==> src/rtl/hazard_sequencer.sv <==
// -----------------------------------------------------------------------------
// hazard_sequencer
//
// Pipeline hazard controller for the 5-stage RV64 core (F, D, E, M, W).
// It generates the stall, flush and forwarding controls for every stage.
// It sequences multi-cycle mul/div ops that sit in E.
// It holds the pipeline while a data-memory access in M waits.
// It also resolves load-use, redirect and write-back-to-decode bypass hazards.
//
// Optional feature macro: HAZARD_PERF_CNT_EN
//   defined   : StallCycles counts the cycles with StallF=1 and saturates at
//               all ones. Only reset clears it.
//   undefined : no counter logic is built and StallCycles is tied to 0.
//
// Parameters
//   DIV_LAT      total cycles a mul/div op occupies E (2..255)
//
// Ports
//   clk, reset_n                     clock, asynchronous active-low reset
//   Rs1D, Rs2D                       decode-stage source registers
//   Rs1E, Rs2E, RdE                  execute-stage sources / destination
//   RdM, RdW                         memory / write-back destinations
//   RegWriteE/M/W                    destination-write flags per stage
//   ResultSrcE                       2'b01 marks a load in E
//   MultiCycleE                      E holds a mul/div-class op
//   PCSrcE                           taken branch / jump resolved in E
//   MemReqM, MemReadyM               data-memory request / completion in M
//   StallF/D/E/M                     hold the stage's pipeline register
//   FlushD, FlushE                   turn the stage's register into a bubble
//   BubbleM, BubbleW                 bubble into M / suppress the W write enable
//   ForwardAE/BE                     E operand select (00 RF, 10 M, 01 W)
//   ForwardAD/BD                     D operand takes ResultW
//   MulDivDoneE                      last cycle of a mul/div op in E
//   StallCycles                      stall-cycle performance counter
// -----------------------------------------------------------------------------
module hazard_sequencer #(
  parameter int unsigned DIV_LAT = 8
) (
  input  logic        clk,
  input  logic        reset_n,
  input  logic [4:0]  Rs1D,
  input  logic [4:0]  Rs2D,
  input  logic [4:0]  Rs1E,
  input  logic [4:0]  Rs2E,
  input  logic [4:0]  RdE,
  input  logic [4:0]  RdM,
  input  logic [4:0]  RdW,
  input  logic        RegWriteE,
  input  logic        RegWriteM,
  input  logic        RegWriteW,
  input  logic [1:0]  ResultSrcE,
  input  logic        MultiCycleE,
  input  logic        PCSrcE,
  input  logic        MemReqM,
  input  logic        MemReadyM,
  output logic        StallF,
  output logic        StallD,
  output logic        StallE,
  output logic        StallM,
  output logic        FlushD,
  output logic        FlushE,
  output logic        BubbleM,
  output logic        BubbleW,
  output logic [1:0]  ForwardAE,
  output logic [1:0]  ForwardBE,
  output logic        ForwardAD,
  output logic        ForwardBD,
  output logic        MulDivDoneE,
  output logic [31:0] StallCycles
);

  typedef enum logic [1:0] {
    S_RUN     = 2'd0,
    S_MULDIV  = 2'd1,
    S_MEMWAIT = 2'd2
  } state_t;

  // The first cycle of the op is spent in RUN.
  // The last cycle is the one with cnt==0.
  // So the counter loads DIV_LAT-2.
  localparam logic [7:0] CNT_LOAD = 8'(DIV_LAT - 2);

  state_t     r_state;
  logic [7:0] r_cnt;
  logic       r_resume;     // 1: return to MULDIV, 0: return to RUN

  state_t     w_state_next;
  logic [7:0] w_cnt_next;
  logic       w_resume_next;

  logic w_miss;
  logic w_load_use;
  logic w_stall_f, w_stall_d, w_stall_e, w_stall_m;
  logic w_flush_d, w_flush_e, w_bubble_m, w_bubble_w, w_done;

  // ---------------------------------------------------------------------------
  // Forwarding: operand 0 is A (rs1), operand 1 is B (rs2). x0 never matches.
  // ---------------------------------------------------------------------------
  logic [4:0] w_rs_e [2];
  logic [4:0] w_rs_d [2];
  logic [1:0] w_fwd_e [2];
  logic       w_fwd_d [2];

  assign w_rs_e[0] = Rs1E;
  assign w_rs_e[1] = Rs2E;
  assign w_rs_d[0] = Rs1D;
  assign w_rs_d[1] = Rs2D;

  genvar gi;
  generate
    for (gi = 0; gi < 2; gi++) begin : g_fwd
      logic w_hit_m, w_hit_w;
      assign w_hit_m = RegWriteM && (RdM != 5'd0) && (RdM == w_rs_e[gi]);
      assign w_hit_w = RegWriteW && (RdW != 5'd0) && (RdW == w_rs_e[gi]);
      // The M result is younger, so it wins over W.
      assign w_fwd_e[gi] = w_hit_m ? 2'b10 : (w_hit_w ? 2'b01 : 2'b00);
      assign w_fwd_d[gi] = RegWriteW && (RdW != 5'd0) && (RdW == w_rs_d[gi]);
    end
  endgenerate

  // ---------------------------------------------------------------------------
  // Hazard detection
  // ---------------------------------------------------------------------------
  assign w_miss     = MemReqM && !MemReadyM;
  assign w_load_use = (ResultSrcE == 2'b01) && RegWriteE && (RdE != 5'd0) &&
                      ((RdE == Rs1D) || (RdE == Rs2D));

  // ---------------------------------------------------------------------------
  // Next-state and control decode.
  // A memory miss takes priority in every state.
  // Its outputs apply in the miss cycle itself, so M never advances past an
  // unfinished access, and the mul/div counter freezes in that cycle too.
  // ---------------------------------------------------------------------------
  always_comb begin
    w_state_next  = r_state;
    w_cnt_next    = r_cnt;
    w_resume_next = r_resume;
    w_stall_f     = 1'b0;
    w_stall_d     = 1'b0;
    w_stall_e     = 1'b0;
    w_stall_m     = 1'b0;
    w_flush_d     = 1'b0;
    w_flush_e     = 1'b0;
    w_bubble_m    = 1'b0;
    w_bubble_w    = 1'b0;
    w_done        = 1'b0;

    case (r_state)
      S_RUN: begin
        if (w_miss) begin
          {w_stall_f, w_stall_d, w_stall_e, w_stall_m, w_bubble_w} = 5'b11111;
          w_resume_next = 1'b0;
          w_state_next  = S_MEMWAIT;
        end else if (MultiCycleE) begin
          {w_stall_f, w_stall_d, w_stall_e, w_bubble_m} = 4'b1111;
          w_cnt_next   = CNT_LOAD;
          w_state_next = S_MULDIV;
        end else if (PCSrcE) begin
          // A redirect squashes the younger instruction in D.
          // That makes any load-use stall against it pointless.
          w_flush_d = 1'b1;
          w_flush_e = 1'b1;
        end else if (w_load_use) begin
          w_stall_f = 1'b1;
          w_stall_d = 1'b1;
          w_flush_e = 1'b1;
        end
      end

      S_MULDIV: begin
        // Done may also show while a miss holds E.
        // The op then finishes again after the wait, with cnt still 0.
        w_done = (r_cnt == 8'd0);
        if (w_miss) begin
          {w_stall_f, w_stall_d, w_stall_e, w_stall_m, w_bubble_w} = 5'b11111;
          w_resume_next = 1'b1;
          w_state_next  = S_MEMWAIT;
        end else if (r_cnt != 8'd0) begin
          {w_stall_f, w_stall_d, w_stall_e, w_bubble_m} = 4'b1111;
          w_cnt_next = r_cnt - 8'd1;
        end else begin
          w_state_next = S_RUN;
        end
      end

      S_MEMWAIT: begin
        {w_stall_f, w_stall_d, w_stall_e, w_stall_m, w_bubble_w} = 5'b11111;
        if (MemReadyM) begin
          w_state_next = r_resume ? S_MULDIV : S_RUN;
        end
      end

      default: begin
        w_state_next = S_RUN;
      end
    endcase
  end

  always_ff @(posedge clk or negedge reset_n) begin
    if (!reset_n) begin
      r_state  <= S_RUN;
      r_cnt    <= 8'd0;
      r_resume <= 1'b0;
    end else begin
      r_state  <= w_state_next;
      r_cnt    <= w_cnt_next;
      r_resume <= w_resume_next;
    end
  end

  // ---------------------------------------------------------------------------
  // Outputs are gated by reset_n, so every control is 0 while reset is held.
  // This includes the purely combinational forwarding selects.
  // ---------------------------------------------------------------------------
  assign StallF      = reset_n & w_stall_f;
  assign StallD      = reset_n & w_stall_d;
  assign StallE      = reset_n & w_stall_e;
  assign StallM      = reset_n & w_stall_m;
  assign FlushD      = reset_n & w_flush_d;
  assign FlushE      = reset_n & w_flush_e;
  assign BubbleM     = reset_n & w_bubble_m;
  assign BubbleW     = reset_n & w_bubble_w;
  assign MulDivDoneE = reset_n & w_done;
  assign ForwardAE   = reset_n ? w_fwd_e[0] : 2'b00;
  assign ForwardBE   = reset_n ? w_fwd_e[1] : 2'b00;
  assign ForwardAD   = reset_n & w_fwd_d[0];
  assign ForwardBD   = reset_n & w_fwd_d[1];

`ifdef HAZARD_PERF_CNT_EN
  logic [31:0] r_stall_cycles;

  always_ff @(posedge clk or negedge reset_n) begin
    if (!reset_n) begin
      r_stall_cycles <= 32'd0;
    end else if (StallF && (r_stall_cycles != 32'hFFFF_FFFF)) begin
      r_stall_cycles <= r_stall_cycles + 32'd1;
    end
  end

  assign StallCycles = r_stall_cycles;
`else
  assign StallCycles = 32'd0;
`endif

endmodule

==> config.mk <==
export PLATFORM = sky130hd
export DESIGN_NAME = hazard_sequencer
export DESIGN_NICKNAME = d
export VERILOG_FILES = /design/src/rtl/hazard_sequencer.sv
export SDC_FILE = /design/constraint.sdc
export NUM_CORES = 1
export LEC_CHECK = 0
export ABC_AREA = 0
export CAP_MARGIN = 20
export CORE_ASPECT_RATIO = 2
export CORE_MARGIN = 3
export CORE_UTILIZATION = 42
export DETAILED_ROUTE_END_ITERATION = 8
export GPL_ROUTABILITY_DRIVEN = 0
export PLACE_DENSITY = 0.95
export SYNTH_ARGS = -nofsm -noshare
export SYNTH_HDL_FRONTEND = slang
export SYNTH_SLANG_ARGS = --single-unit
==> constraint.sdc <==
create_clock -name clk -period 4.05 [get_ports clk]
set_input_delay 1.215 -clock clk [delete_from_list [all_inputs] [get_ports clk]]
set_output_delay 1.215 -clock clk [all_outputs]
set_load 0.005 [all_outputs]
==> flow_summary.yaml <==
status:
  status: "finished clean"
clocking:
  htreeDepth: 1
  clkTransAtPathRegs_ns: 0.05
  insertion_delay_ns: 0.24
  holdBufCountCts: 0
  root_buffer: "clkbuf_8"
  cts_made_buffers: 3
  cts_tree: "built"
  cts_sinks: 11
  cts_buffer_depth: 2
timing:
  max_freq_ghz: 0.249
  finalMaxSlewViolations: 0
  hold_viol: 0
  fin_crit_ns: 4.02
  fin_skew_ns: 0.00135
  setup_viol: 0
  rsz0062_at_grt: "true"
  timing.final.crit_share_pct: 99.3
finish:
  synthToLayoutAreaGrowth_pct: 57.1
  drive_above_1_share_pct: 26.1
  final_area_um2: 2520
  nets: 336
  final_util_pct: 69.1
  diodes: 0
yosys:
  synthCells: 193
  synth.top_cell.area_share_pct: 17.8
  async_flop_share_pct: 100
  synth_area_um2: 1600
  synth_area_leaders: "buf_4 (18%), dfrtp_1 (17%), xor2_1 (15%)"
  yosysTopAreaCell: "buf_4"
  ys_top_cells_by_count: "buf_4 (38), xor2_1 (28), xnor2_1 (12)"
  ys.warnings.count: 0
  synth_cell_type_count: 41
  ys_seq_elements: 11
  synth-seq-area-share_pct: 17.2
  yosysMostFrequentCell: "buf_4"
  synth_edf_count: 0
  ys.flop_type: "dfrtp_1"
  syn_avg_cell_area_um2: 8.30
worst_setup_path:
  cp_cell_sequence: "clkdlybuf4s50_1 -> nor2b_2 -> nor4_2 -> and2_1 -> buf_4 -> clkdlybuf4s50_1"
  reg2reg_depth: 4
  worst-path-stages: 6
  arrival_ns: 2.81
  endpoint_kind: "output pin"
  crit_family: "buffers and inverters"
  crit_slowest_cell: "clkdlybuf4s50_1"
  startpoint_type: "input port"
  critPathBufInv: 3
  crit_type: "input port to output pin"
  crit_top_cell: "clkdlybuf4s50_1"
  cp_max_fo: 3
  cp.required_ns: 2.83
  slowest_delay_ns: 0.53
placement:
  dp_hpwl_um: 4540
  port_buffers: 60
  dpl_cell_area_um2: 2350
floorplanning:
  ioPinCount: 93
  initial_core_util_pct: 44.0
  die_x_um: 49.7
  die_area_um2: 4640
  die_h_um: 93.4
  floorplan.rows: 31
  core-area_um2: 3650
detailed_routing:
  route.detailed.drc: 0
  vias: 1742
  wl_per_cell_um: 17.6
  routed_wl_um: 5920
  first_pass_iters: 4
  vias_per_cell: 5.18
  postRouteAntennaNets: 0
  drt-initial-drc-count: 36
pwr:
  power_density_nw_per_um2: 270
  vdd_ir_drop_max_mv: 0.282
  leakage_nw: 1.22
global_route:
  antenna_found_initial: 0
  overflow: 0
  grt_pass1_wl_um: 8630
  grt_use_total_pct: 24.8
  grt_start_max_net_pins: 16
  first_global_vias: 1773
run:
  cap_violations: 0
min_path:
  min_path_cells: 1
  hold_class: "register to register"
## layout by cell type (no fill, tap or decap), types with 2 or more instances in the layout
cell	count
a22oi_1	2
inv_1	3
nor3_1	5
dlymetal6s2s_1	5
or3_1	3
and2_1	2
xor2_1	28
mux2i_1	6
buf_6	2
clkbuf_2	2
xnor2_1	11
o2111ai_1	2
nand2b_1	7
clkdlybuf4s50_1	26
clkbuf_8	3
o21ai_0	2
nor4_1	4
conb_1	32
nor2_1	10
nor4_2	5
nand2_1	7
buf_4	40
nor4_4	3
o22ai_1	2
ha_1	2
mux2_2	2
dfrtp_1	11
dlygate4sd2_1	25
nand3_1	5
or4_4	3
nor3_2	2
## kinds of logic after synthesis
group	Yosys count	synth area share, %
XOR/XNOR	40	21.9
other	1	0.234
adder cells (fa/ha/maj)	2	1.56
AND/OR/NAND/NOR	65	24.7
buffers and inverters	46	19.7
multiplexers	8	5.15
flip-flops	11	17.2
AO/OA/AOI/OAI	20	9.60
## layer usage
metal | track usage, % | wire length (µm)
met3 | 5.90 | 502
met2 | 44.6 | 3000
met1 | 22.2 | 1930
met4 | 21.2 | 486
met5 | 0 | 0
## area by class of cell
| cell class | count | area (µm²) |
|---|---|---|
| tap | 49 | 61.3 |
| clock buffer | 4 | 45.0 |
| timing repair buffer | 101 | 880 |
| multi-input combinational | 167 | 1240 |
| inverter | 4 | 15.0 |
| fill | 266 | 1130 |
| sequential | 11 | 275 |
## where the power goes
| group | internal [W] | switching, W |
|---|---|---|
| combinational | 0.000192 | 0.000175 |
| sequential | 0.000145 | 0.0000572 |
| clock | 0.0000691 | 0.0000411 |
| total | 0.000407 | 0.000274 |
## final timing paths
check	slack, ns	to	from
min	0.51	r_resume	r_resume
max in group asynchronous	2.73	r_cnt[4]	reset_n
min reg2reg	0.51	r_resume	r_resume
max	0.03	FlushD	MemReadyM
max reg2reg	2.31	r_cnt[6]	r_state[0]
min in group asynchronous	1.13	r_state[0]	reset_n
## registers in the layout, summed over array words and instances, names as in the netlist
name	cells
r_state	2
r_cnt	8
r_resume	1
## timing repair
item / in CTS / in global routing
resized for setup: 50 / 14
endpoints found under the setup margin: 13 / 8
gates cloned: 0 / 0
pin swaps: 14 / 4
setup buffers: 4 / 1
## through the flow
stage	total power (W)	setup slack (ns)	instances	hold WS, ns	setup TNS (ns)
floorplan	0.000421	0.590	224	0.475	0
global placement	0.000535	-0.468	327	0.490	-3.02
detailed placement	0.000551	-0.528	327	0.494	-3.69
CTS	0.000673	0.00243	335	0.508	0
global route	0.000730	-0.0567	336	0.536	-0.0605
finish	0.000680	0.0287	336	0.508	0
Note: power is estimated with default switching activity, not from simulation.
